===== config.mk =====
export PLATFORM = sky130hd
export DESIGN_NAME = pio_arb
export DESIGN_NICKNAME = d
export VERILOG_FILES = /design/src/rtl/pio_arb.sv
export SDC_FILE = /design/constraint.sdc
export NUM_CORES = 1
export LEC_CHECK = 0
export BUFFER_PORTS_ARGS = -buffer_cell sky130_fd_sc_hd__buf_2
export CORE_ASPECT_RATIO = 0.5
export CORE_UTILIZATION = 25
export DETAILED_ROUTE_END_ITERATION = 10
export MAX_ROUTING_LAYER = met4
export REMOVE_ABC_BUFFERS = 1
export SYNTH_ARGS = -nofsm -noshare
export SYNTH_HDL_FRONTEND = slang
export SYNTH_SLANG_ARGS = --single-unit

===== constraint.sdc =====
create_clock -name I_CLK -period 3.3 [get_ports I_CLK]
set_input_delay 0.825 -clock I_CLK [delete_from_list [all_inputs] [get_ports I_CLK]]
set_output_delay 0.825 -clock I_CLK [all_outputs]
set_load 0.01 [all_outputs]

===== src/rtl/pio_arb.sv =====
// pio_arb: round-robin sharer and strobe sequencer for the ISP1362 16-bit PIO bus (req 0 = HC, req 1 = DC)
//   I_CLK, I_RST           : 50 MHz clock, async active-high reset
//   I_REQn/LOCKn/WRn/CMDn  : requester n access request, lock, write, command-port select
//   I_WDATAn               : requester n write data
//   O_GNTn, O_ACKn         : bus ownership, one-cycle completion pulse
//   O_RDATA                : last read data (shared)
//   O_PIO_*, I_PIO_DIN     : chip-side pins (ADDR = {owner, cmd}, CSF/RDF/WRF active low)
//   Optional macro PIO_LOCK_TMO_EN: release an idle lock after LOCK_TMO cycles.
module pio_arb #(
  parameter int STROBE_CYC  = 4,
  parameter int RECOVER_CYC = 10,
  parameter int LOCK_TMO    = 255
) (
  input  logic        I_CLK,
  input  logic        I_RST,
  input  logic        I_REQ0,
  input  logic        I_REQ1,
  input  logic        I_LOCK0,
  input  logic        I_LOCK1,
  input  logic        I_WR0,
  input  logic        I_WR1,
  input  logic        I_CMD0,
  input  logic        I_CMD1,
  input  logic [15:0] I_WDATA0,
  input  logic [15:0] I_WDATA1,
  output logic        O_GNT0,
  output logic        O_GNT1,
  output logic        O_ACK0,
  output logic        O_ACK1,
  output logic [15:0] O_RDATA,
  output logic [1:0]  O_PIO_ADDR,
  output logic        O_PIO_CSF,
  output logic        O_PIO_RDF,
  output logic        O_PIO_WRF,
  output logic [15:0] O_PIO_DOUT,
  output logic        O_PIO_DOE,
  input  logic [15:0] I_PIO_DIN
);
  typedef enum logic [2:0] {IDLE, SETUP, STROBE, HOLD, RECOVER} state_t;
  state_t      r_state, w_next;
  logic [5:0]  r_cnt;
  logic        r_last, r_lock, r_wr;
  logic [1:0]  r_addr;
  logic [15:0] r_wdata, r_rdata;
  logic        w_win, w_sel, w_owner_req, w_tmo, w_act, w_strobe, w_held;
  // r_addr[1] doubles as the current/last owner id
  assign w_owner_req = r_addr[1] ? I_REQ1 : I_REQ0;
  assign w_win = r_lock ? w_owner_req : (I_REQ0 | I_REQ1);
  assign w_sel = r_lock ? r_addr[1] : (I_REQ0 & I_REQ1) ? ~r_last : I_REQ1;
  always_comb begin
    w_next = r_state;
    case (r_state)
      IDLE:    w_next = w_win ? SETUP : IDLE;
      SETUP:   w_next = STROBE;
      STROBE:  w_next = (r_cnt == 6'd0) ? HOLD : STROBE;
      HOLD:    w_next = RECOVER;
      RECOVER: w_next = (r_cnt == 6'd0) ? IDLE : RECOVER;
      default: w_next = IDLE;
    endcase
  end
  always_ff @(posedge I_CLK or posedge I_RST) begin
    if (I_RST) begin
      r_state <= IDLE;
      r_cnt   <= '0;
      r_last  <= 1'b1;
      r_lock  <= 1'b0;
      r_wr    <= 1'b0;
      r_addr  <= '0;
      r_wdata <= '0;
      r_rdata <= '0;
    end else begin
      r_state <= w_next;
      r_cnt   <= (r_state == SETUP) ? 6'(STROBE_CYC - 1) :
                 (r_state == HOLD)  ? 6'(RECOVER_CYC - 1) : r_cnt - 6'(r_cnt != 6'd0);
      if (r_state == IDLE && w_win) begin
        r_last  <= w_sel;
        r_addr  <= {w_sel, w_sel ? I_CMD1 : I_CMD0};
        r_wr    <= w_sel ? I_WR1 : I_WR0;
        r_wdata <= w_sel ? I_WDATA1 : I_WDATA0;
      end
      if (r_state == STROBE && r_cnt == 6'd0 && !r_wr) r_rdata <= I_PIO_DIN;
      if (r_state == HOLD) r_lock <= r_addr[1] ? I_LOCK1 : I_LOCK0;
      else if (w_tmo) r_lock <= 1'b0;
    end
  end
`ifdef PIO_LOCK_TMO_EN
  localparam int TW = $clog2(LOCK_TMO + 1);
  logic [TW-1:0] r_tmo;
  logic          w_idle_lock;
  // counts idle cycles a lock is held without the owner asking for the bus
  assign w_idle_lock = r_state == IDLE && r_lock && !w_owner_req;
  assign w_tmo = w_idle_lock && r_tmo == TW'(LOCK_TMO - 1);
  always_ff @(posedge I_CLK or posedge I_RST) begin
    if (I_RST) r_tmo <= '0;
    else r_tmo <= (w_idle_lock && !w_tmo) ? r_tmo + 1'b1 : '0;
  end
`else
  // LOCK_TMO is always positive, so this is a constant 0
  assign w_tmo = LOCK_TMO < 0;
`endif
  assign w_act      = r_state == SETUP || r_state == STROBE || r_state == HOLD;
  assign w_strobe   = r_state == STROBE;
  assign w_held     = r_state != IDLE || r_lock;
  assign O_GNT0     = w_held & ~r_addr[1];
  assign O_GNT1     = w_held & r_addr[1];
  assign O_ACK0     = r_state == HOLD && !r_addr[1];
  assign O_ACK1     = r_state == HOLD && r_addr[1];
  assign O_RDATA    = r_rdata;
  assign O_PIO_ADDR = r_addr;
  assign O_PIO_CSF  = ~w_act;
  assign O_PIO_RDF  = ~(w_strobe & ~r_wr);
  assign O_PIO_WRF  = ~(w_strobe & r_wr);
  assign O_PIO_DOUT = r_wdata;
  assign O_PIO_DOE  = w_act & r_wr;
endmodule


==> metrics <==
gr ovfl total 0; pre-CTS setup slack 1.12 ns; pin count of the biggest net entering global routing 47; layout cells sized above 1 46.6%; synthesized cell area 0.00213 mm²; Setup crit end kind output pin; HPWL Detailed 3730 µm; Finished Cell Area 0.00291 mm²; vias in the first global route 1663; Final period util 74.6%; # clock sinks 46; chip width 133 µm; Synth-to-Final Area Change 36.7%; CTS tree done; clk_skew 0.00650 ns; # resized after CTS 0; core area 0.00812 mm²; postcts setup bufs 0; multi-input logic area 923 µm²; Synth top area share 52.9%; Req. time, crit path 2.47 ns; Hold EP O_RDATA[1]; hold_sp O_RDATA[1]; Max Slew Vio Count 0; gpl congestion 0.741; clk buf depth 2; Arrival @ worst endpoint 1.64 ns; unrepaired setup endpoints after global routing false; hold depth 1; Post-layout nets 342; RR Endpoint O_RDATA[14]; synthesized instance count 184; most frequent cells in the layout buf_2 (99), dfrtp_1 (45), nor2_1 (31); drt total wl 4870 µm; ANT nets after route 0; xor/xnor cell area share of the yosys netlist 1.65%; Cell Area, Placed 0.00275 mm²; Die Ht 67.3 µm; Simple-Gate Fraction of Synth Area 11.4%; DR vias/cell 4.18; synth warn 0; Worst-path clk slew 0.06 ns; fin worst setup slack 0.839 ns; max frequency 0.406 GHz; site row count 23; number of max-cap violations 0; initial core utilization 26.2%; Critical path buffers and inverters 1; largest area contributor in the netlist dfrtp_1; antenna violations before repair 0; critical path class flip-flop to output pin; Num CTS Buffers 5; hold_ws 0.505 ns; CP max-delay cell dfrtp_1; Hold Path Class flip-flop to flip-flop; Power Dens Cells 988 mW/mm²; htree depth 2; largest family of logic cells by synthesized area multiplexers; final setup violation count 0; clock root buffer clkbuf_16; CP peak stage delay 0.43 ns; P_leak 0.00145 µW; Hold Buf Count CTS 0; global-route wire length before repair 7780 µm; Worst R2R Setup Slack 1.15 ns; Antenna diodes 0; Residual DRC 0; Synth Area in Compound Gates 8.28%; Pre-antenna DRT Iters 4; crit path max fanout 8; Ports 100; Mean Syn Cell Area 11.6 µm²; Synth area leaders dfrtp_1 (53%), mux2i_1 (9.9%), mux2_4 (7.1%), nor2_1 (5.5%), a21oi_1 (4.7%); clk_lat worst skew 0.28 ns; outcome finished, final reports clean; r2r startpoint r_cnt[1]; Yosys cell types 30; fin util 35.9%; Critical Path Start Type flip-flop; crit-path cells nor2b_1 > nand2_1 > nor2_1 > buf_2; register area share after synthesis 54.1%; wire per inst 12.3 µm; initial drt markers 57; # port buffers 99; Hold Fails Final Rpt 0; register bit total from synthesis 46; commonest non-fill, non-tap cell in the layout buf_2; Worst-Margin Slew 0.955 ns; storage element area 0.00115 mm²; die area 0.00891 mm²; Final Critical Period 2.46 ns; max_slew headroom 36.3%; largest vdd supply drop 0.279 mV; mux share of post-synthesis cell area 20.1%; Total Routing Usage GR 11.3%; adder-cell share of the synthesized area 1.18%; Fillers 832; Largest delay share family, worst path simple AND/OR/NAND/NOR gates; total number of vias 1653; reg2reg path depth 4
## worst max-delay path by stage
| stage | start | endpoint | cells after the start | slack (ns) |
|---|---|---|---|---|
| 4_1_cts | r_state[0] | O_ACK0 | 4 | 0.81 |
| 6_report | r_state[0] | O_ACK0 | 4 | 0.84 |
| 5_1_grt | r_state[0] | O_ACK0 | 4 | 0.59 |
| 2_1_floorplan | I_REQ1 | O_PIO_ADDR[1] | 4 | -0.32 |
| 3_3_place_gp | r_state[1] | O_GNT0 | 4 | 1.17 |
| 3_5_place_dp | r_state[0] | O_ACK0 | 4 | 1.12 |
## area by class of cell
cell class	count	area share (%)
repair buffers	101	17.5
clock buffers	6	4.43
inverters	5	0.645
clock inverters	2	1.29
well taps	112	4.81
multi-input cells	123	31.7
flip-flops and latches	46	39.6
## layer usage
layer  vias up  part of all wire (%)  track usage [%]
met5         -                     0                -
met1       801                    43             12.8
met4         0                  0.49             2.73
met3         2                   3.0             2.70
met2        25                    53             20.7
li1        825                     -                -
## worst register-to-register path: stages (launching register included)
cell and delay (ns):
dfrtp_1 0.44, or4_4 0.58, nor3_4 0.23, nand4_4 0.37, mux2_4 0.42
## through the flow
stage | cells | setup TNS [ns] | total power, µW
finish | 395 | 0 | 2880
floorplan | 174 | -3.59 | 1860
detailed placement | 387 | 0 | 2350
global placement | 387 | 0 | 2310
CTS | 395 | 0 | 2920
global route | 395 | 0 | 3100
## flip-flops by register name, indices dropped and copies added (netlist names)
| register | count |
|---|---|
| r_last | 1 |
| O_PIO_ADDR | 2 |
| r_lock | 1 |
| O_RDATA | 16 |
| r_state | 3 |
| O_PIO_DOUT | 16 |
| r_wr | 1 |
| r_cnt | 6 |
## synthesized netlist by cell type, drive strengths merged
master / instances
a211oi: 2
a21boi: 1
a21oi: 20
and3: 1
buf: 6
clkbuf: 4
dfrtp: 45
dfstp: 1
ha: 2
inv: 5
mux2: 16
mux2i: 21
nand2: 5
nand2b: 1
nand3: 2
nand4: 1
nor2: 31
nor2b: 2
nor3: 2
o21a: 3
o21ai: 4
o41a: 1
or2: 1
or3: 2
or4: 1
xnor2: 2
xor2: 2
## report_power, final
| group | switching (µW) | internal [µW] |
|---|---|---|
| Clock | 202 | 357 |
| Combinational | 658 | 608 |
| Sequential | 205 | 847 |
## cell families (layout without fill, tap and decap cells)
kind of cell	count (synthesis)	in the layout
buffers and inverters	15	114
multiplexers	37	37
AO/OA/AOI/OAI	31	31
flip-flops	46	46
XOR/XNOR	4	4
adder cells (fa/ha/maj)	2	2
AND/OR/NAND/NOR	49	49
No activity file was read; power rests on OpenSTA's default activity.
